===== config.mk =====
export PLATFORM = sky130hd
export DESIGN_NAME = led_pattern
export DESIGN_NICKNAME = d
export VERILOG_FILES = /design/src/rtl/led_pattern.sv
export SDC_FILE = /design/constraint.sdc
export NUM_CORES = 1
export LEC_CHECK = 0
export CAP_MARGIN = 5
export CORE_AREA = 2 2 92 94
export CTS_BUF_LIST = sky130_fd_sc_hd__clkbuf_8
export CTS_CLUSTER_DIAMETER = 80
export DETAILED_ROUTE_END_ITERATION = 12
export DIE_AREA = 0 0 94 96
export GPL_TIMING_DRIVEN = 0
export PLACE_DENSITY = 0.74
export SYNTH_ARGS = -nofsm -noshare
export SYNTH_HDL_FRONTEND = slang
export SYNTH_SLANG_ARGS = --single-unit
export TNS_END_PERCENT = 10

===== constraint.sdc =====
create_clock -name clk -period 3.5 [get_ports clk]
set_input_delay 0.7 -clock clk [delete_from_list [all_inputs] [get_ports clk]]
set_output_delay 0.7 -clock clk [all_outputs]
set_load 0.02 [all_outputs]

===== src/rtl/led_pattern.sv =====
// led_pattern: parametrised LED pattern generator for the board LED bank.
// A prescaler produces a tick every DIV<<speed enabled cycles; on each tick
// the active pattern (ROTATE, BOUNCE, FILL, BLINK) either steps or, if the
// requested mode differs from the active one, reloads that mode's start state.
// All outputs are registered; tick is high in the cycle the new ledr appears.
module led_pattern #(
   parameter int unsigned WIDTH = 16,      // number of LEDs, 2..32
   parameter int unsigned DIV   = 5000000  // base prescaler period, >= 2
) (
   input  logic             clk,
   input  logic             rst,
   input  logic             en,
   input  logic [1:0]       mode,
   input  logic             dir,
   input  logic [1:0]       speed,
   output logic [WIDTH-1:0] ledr,
   output logic             tick,
   output logic [1:0]       mode_q
);

   typedef enum logic [1:0] {
      MODE_ROTATE = 2'd0,
      MODE_BOUNCE = 2'd1,
      MODE_FILL   = 2'd2,
      MODE_BLINK  = 2'd3
   } mode_e;

   // Prescaler must reach (DIV<<3)-1 for the slowest speed setting.
   localparam int unsigned PCNT_W = $clog2(DIV << 3);
   // BOUNCE position spans 0..WIDTH-1, FILL count spans 0..WIDTH.
   localparam int unsigned POS_W  = $clog2(WIDTH);
   localparam int unsigned CNT_W  = $clog2(WIDTH + 1);

   localparam logic [WIDTH-1:0] LED_ONE  = WIDTH'(1);
   localparam logic [WIDTH-1:0] LED_ALL  = {WIDTH{1'b1}};
   localparam logic [POS_W-1:0] POS_ONE  = POS_W'(1);
   localparam logic [POS_W-1:0] POS_LAST = POS_W'(WIDTH - 1);
   localparam logic [POS_W-1:0] POS_PEN  = POS_W'(WIDTH - 2);
   localparam logic [CNT_W-1:0] CNT_ONE  = CNT_W'(1);
   localparam logic [CNT_W-1:0] CNT_FULL = CNT_W'(WIDTH);

   logic [PCNT_W-1:0] pcnt_q, pcnt_d;
   logic [PCNT_W-1:0] pcnt_limit;
   logic              tick_q, tick_d;
   logic [WIDTH-1:0]  ledr_q, ledr_d;
   logic [1:0]        mode_d;
   logic [POS_W-1:0]  pos_q, pos_d;
   logic [CNT_W-1:0]  cnt_q, cnt_d;
   logic              up_q, up_d;

   // Prescaler: count enabled cycles, wrap and tick at the speed-scaled limit.
   always_comb begin
      // NOTE: every combinational output gets a default first so no path
      // leaves it unassigned; an unassigned path would infer a latch.
      pcnt_d     = pcnt_q;
      tick_d     = 1'b0;
      pcnt_limit = PCNT_W'((DIV << speed) - 1);
      if (en) begin
         // >= rather than == so a speed decrease mid-count ticks at once.
         if (pcnt_q >= pcnt_limit) begin
            pcnt_d = '0;
            tick_d = 1'b1;
         end else begin
            pcnt_d = pcnt_q + PCNT_W'(1);
         end
      end
   end

   // Pattern engine: on a tick, reload on mode change, otherwise step the mode.
   always_comb begin
      ledr_d = ledr_q;
      mode_d = mode_q;
      pos_d  = pos_q;
      cnt_d  = cnt_q;
      up_d   = up_q;
      if (tick_d) begin
         if (mode != mode_q) begin
            // Entry into a new mode: its start state, no step, dir ignored.
            mode_d = mode;
            pos_d  = '0;
            cnt_d  = '0;
            up_d   = 1'b1;
            case (mode_e'(mode))
               MODE_ROTATE: ledr_d = LED_ONE;
               MODE_BOUNCE: ledr_d = LED_ONE;
               MODE_FILL:   ledr_d = '0;
               MODE_BLINK:  ledr_d = '0;
               default:     ledr_d = LED_ONE;
            endcase
         end else begin
            case (mode_e'(mode_q))
               MODE_ROTATE: begin
                  if (dir) begin
                     ledr_d = {ledr_q[0], ledr_q[WIDTH-1:1]};
                  end else begin
                     ledr_d = {ledr_q[WIDTH-2:0], ledr_q[WIDTH-1]};
                  end
               end
               MODE_BOUNCE: begin
                  // Turning at an end jumps straight to the neighbour so
                  // each end LED is lit for a single tick per sweep.
                  if (up_q) begin
                     if (pos_q == POS_LAST) begin
                        up_d  = 1'b0;
                        pos_d = POS_PEN;
                     end else begin
                        pos_d = pos_q + POS_ONE;
                     end
                  end else begin
                     if (pos_q == '0) begin
                        up_d  = 1'b1;
                        pos_d = POS_ONE;
                     end else begin
                        pos_d = pos_q - POS_ONE;
                     end
                  end
                  ledr_d = LED_ONE << pos_d;
               end
               MODE_FILL: begin
                  if (up_q) begin
                     if (cnt_q == CNT_FULL) begin
                        up_d  = 1'b0;
                        cnt_d = cnt_q - CNT_ONE;
                     end else begin
                        cnt_d = cnt_q + CNT_ONE;
                     end
                  end else begin
                     if (cnt_q == '0) begin
                        up_d  = 1'b1;
                        cnt_d = CNT_ONE;
                     end else begin
                        cnt_d = cnt_q - CNT_ONE;
                     end
                  end
                  // Thermometer code of cnt; a shift by WIDTH yields all ones.
                  ledr_d = ~(LED_ALL << cnt_d);
               end
               MODE_BLINK: begin
                  ledr_d = ~ledr_q;
               end
               default: begin
                  ledr_d = ledr_q;
               end
            endcase
         end
      end
   end

   // State registers with asynchronous reset to the ROTATE start state.
   always_ff @(posedge clk or posedge rst) begin
      // NOTE: sequential state uses non-blocking assignments so every flop
      // samples the pre-edge values regardless of statement order.
      if (rst) begin
         pcnt_q <= '0;
         tick_q <= 1'b0;
         ledr_q <= LED_ONE;
         mode_q <= MODE_ROTATE;
         pos_q  <= '0;
         cnt_q  <= '0;
         up_q   <= 1'b1;
      end else begin
         pcnt_q <= pcnt_d;
         tick_q <= tick_d;
         ledr_q <= ledr_d;
         mode_q <= mode_d;
         pos_q  <= pos_d;
         cnt_q  <= cnt_d;
         up_q   <= up_d;
      end
   end

   assign ledr = ledr_q;
   assign tick = tick_q;

endmodule


==> out/metrics.cfg <==
[status]
status=finished, final reports clean

[setup_path]
startpoint_type=input port
r2r_end=ledr[10]
crit_type=in -> reg
cp_max_fo=10
reg2reg_depth=8
r2r-start=cnt_q[0]
startpoint=speed[1]
rrSetupSlack_ns=0.54
end_kind=register
cp_data_required_time_ns=3.72
cp.arrival_ns=3.56

[route]
vias=4043
wirelength_um=11760
drtPass1Iterations=5
drt_iter0_drc=363
drc_errors=0
via_per_inst=6.407
wl_per_cell_um=18.63
postRouteAntennaNets=0

[sta]
setup_tns_ns=0
worst_pin_slew_ns=0.8725
slew_headroom_pct=41.07
skew_ns=0.01886
period_needed_ns=3.344
max_freq_ghz=0.2990
setup-violations-final=0
hold_viol=0
report.final.slew_viol_count=0
rsz0062_at_grt=no
finalCritPeriodShare_pct=95.56
worst_slack_ns=0.1555

[logic_synthesis]
synth_ff_type=dfrtp_1
ys_types=64
avgSynthCellArea_um2=8.905
ys_seq_area_share_pct=31.73
postSynthNetCount=529
async_reset_ff_share_pct=100.0
yosysWarningCount=0
synth_edf_count=0
synthCells=488
synth_area_um2=4345
ys_ff_latch=55

[job]
maxCapViolations=0

[hold_path]
min_from=pcnt_q[1]
hold_depth=1
whs_endpoint=pcnt_q[1]
hp-class=reg -> reg

[cts]
cts.htree.levels=2
cts_sinks=55
holdBufCountCts=0
clockRootBuffer=clkbuf_8
clock_path_buffers=2
clock_latency_ns=0.32
numCtsBuffers=5
clk_pin_slew_ns=0.12
cts_tree=yes

[layout]
seqCellArea_um2=1379
fillCellCount=719
diodes=0
drive_gt1_share_pct=8.745
nets=566
multi_input_area_um2=2783
syn2layout_area_growth_pct=13.73

[global_route]
grt_pass1_wl_um=19500
grt_pass1_vias=3913
overflow=0
use_met2_pct=46.73
gr-max-usage-layer=met2
grt_max_degree=43
met1_usage_pct=35.29
met3_usage_pct=3.994
antenna_found_initial=0
grtUsageTotal_pct=27.26

[power]
ir_drop_v=0.0001813
clockPowerShare_pct=29.2
p_sw_uw=503.8
internal_power_uw=1076
netSwitchingFraction_pct=31.88
seqPwrFrac_pct=47.3
power_density_nw_per_um2=319.7
power_frac_comb_pct=23.5
leakage_uw=0.002191

[die]
die_h_um=96
num_rows=33
initial_core_util_pct=53.97
die_area_um2=9024
io_pins=27
coreArea_um2=8051
die_w_um=94

[place]
io_buffer_count=25
hpwlAfterDp_um=8530
dpl_worst_slack_ns=-1.019
finalWeightedCongestion=0.9820

[worst max-delay path, stage by stage]
cell and delay (ns):
dlygate4sd2_1 0.30, inv_2 0.14, ha_2 0.33, ha_1 0.29
nand4_1 0.18, nor4_2 0.43, o211ai_1 0.17, nand3_2 0.19
o21ai_4 0.14, inv_2 0.13, buf_4 0.21, mux2_1 0.33
[cells by family after synthesis]
family	synth area share (%)
DFF	31.73
AOI/OAI and AO/OA	24.42
buffers and inverters	5.183
xor gates and xnor gates	3.830
muxes	7.198
adders and majority gates	9.502
and+or+nand+nor	18.14
[flip-flops by register name, summed over array words and instances (netlist names)]
name,flops
mode_q,2
up_q,1
tick,1
pcnt_q,26
ledr,16
pos_q,4
cnt_q,5
[layer usage]
layer  routed length [µm]  up-vias  share of wire [%]
li1                     -     1904                  -
met1                 5012     1950                 43
met2                 5709      156                 49
met3                  716       33                6.1
met4                  320        0                2.7
met5                    0        -                  0
[Yosys cell counts, types with 2 or more instances]
cell / n / area, µm²
o22ai_1: 9 / 56.30
o21ai_1: 5 / 25.02
o211ai_1: 6 / 45.04
o21ai_2: 2 / 17.52
a21o_1: 4 / 30.03
a2111oi_0: 3 / 26.28
xor2_1: 9 / 78.83
o2bb2ai_1: 10 / 87.58
a21oi_1: 25 / 125.1
buf_2: 6 / 30.03
o31ai_1: 10 / 75.07
o21ai_0: 11 / 55.05
or4b_1: 2 / 20.02
mux2_2: 4 / 45.04
nand2b_1: 8 / 50.05
nor2b_1: 9 / 56.30
nand2_1: 22 / 82.58
mux2i_1: 23 / 230.2
xnor2_1: 10 / 87.58
o41ai_1: 5 / 43.79
nor4_1: 5 / 31.28
o32ai_1: 14 / 122.6
buf_1: 2 / 7.510
nor2_1: 45 / 168.9
dfrtp_1: 53 / 1326
a22o_1: 8 / 70.07
and4_1: 6 / 52.55
inv_2: 2 / 7.510
dfstp_2: 2 / 52.55
a32o_1: 4 / 40.04
and2_1: 6 / 37.54
nand3_1: 15 / 75.07
clkbuf_1: 17 / 63.81
a211oi_1: 5 / 37.54
inv_1: 29 / 108.9
o21a_1: 4 / 30.03
a211o_1: 2 / 17.52
and3_1: 5 / 31.28
or2_2: 2 / 12.51
o31a_1: 4 / 35.03
o221ai_1: 2 / 17.52
nor3_1: 12 / 60.06
mux2_1: 2 / 22.52
ha_1: 33 / 412.9
nand4_1: 7 / 43.79
[worst max-delay path by stage]
stage,endpoint,depth (start not counted)
after floorplan,mode_q[0],12
after global placement,pcnt_q[9],14
after detailed placement,pcnt_q[18],14
after CTS,mode_q[1],12
after global routing,mode_q[1],12
final,mode_q[1],12
[area by class of cell]
type	instances	area share (%)
clock inverters	2	0.7848
well taps	105	2.658
plain buffers	26	2.304
repair buffers	30	6.025
flip-flops and latches	55	27.90
inverters	31	2.354
clock buffers	6	1.671
multi-input cells	376	56.30
[power groups by stage]
stage / registers, µW / clock network [µW] / logic [µW]
2_1_floorplan: 752 / 0 / 258
3_3_place_gp: 754 / 0 / 353
3_5_place_dp: 757 / 0 / 363
4_1_cts: 745 / 468 / 366
5_1_grt: 756 / 493 / 410
6_report: 748 / 461 / 372
[timing repair]
action                     4_1_cts  5_1_grt
setup endpoints to repair       55        0
gates resized for setup         13        0
setup buffers                    4        0
[cells in the final DEF (no fill, tap or decap), types with 10 or more instances in the layout]
cell type	synthesis	layout
dfrtp_1	53	53
nor2_1	45	45
ha_1	33	32
inv_1	29	27
a21oi_1	25	25
mux2i_1	23	23
clkdlybuf4s50_1	0	23
nand2_1	22	22
clkbuf_1	17	15
nand3_1	15	14
o32ai_1	14	14
o21ai_0	11	11
nor3_1	12	11
o31ai_1	10	10
xnor2_1	10	10
o2bb2ai_1	10	10
[metrics by stage]
step,total power (µW),cell area [µm²],instances,util [%],hold WS [ns]
after floorplan,1009,4345,488,-,0.4947
after global placement,1108,4727,618,58.71,0.5194
after detailed placement,1120,4747,619,58.96,0.5321
after CTS,1579,4942,631,61.38,0.5581
after global routing,1658,4942,631,61.38,0.5813
final,1580,4942,631,61.38,0.5605
(Power assumes the default switching activity.)
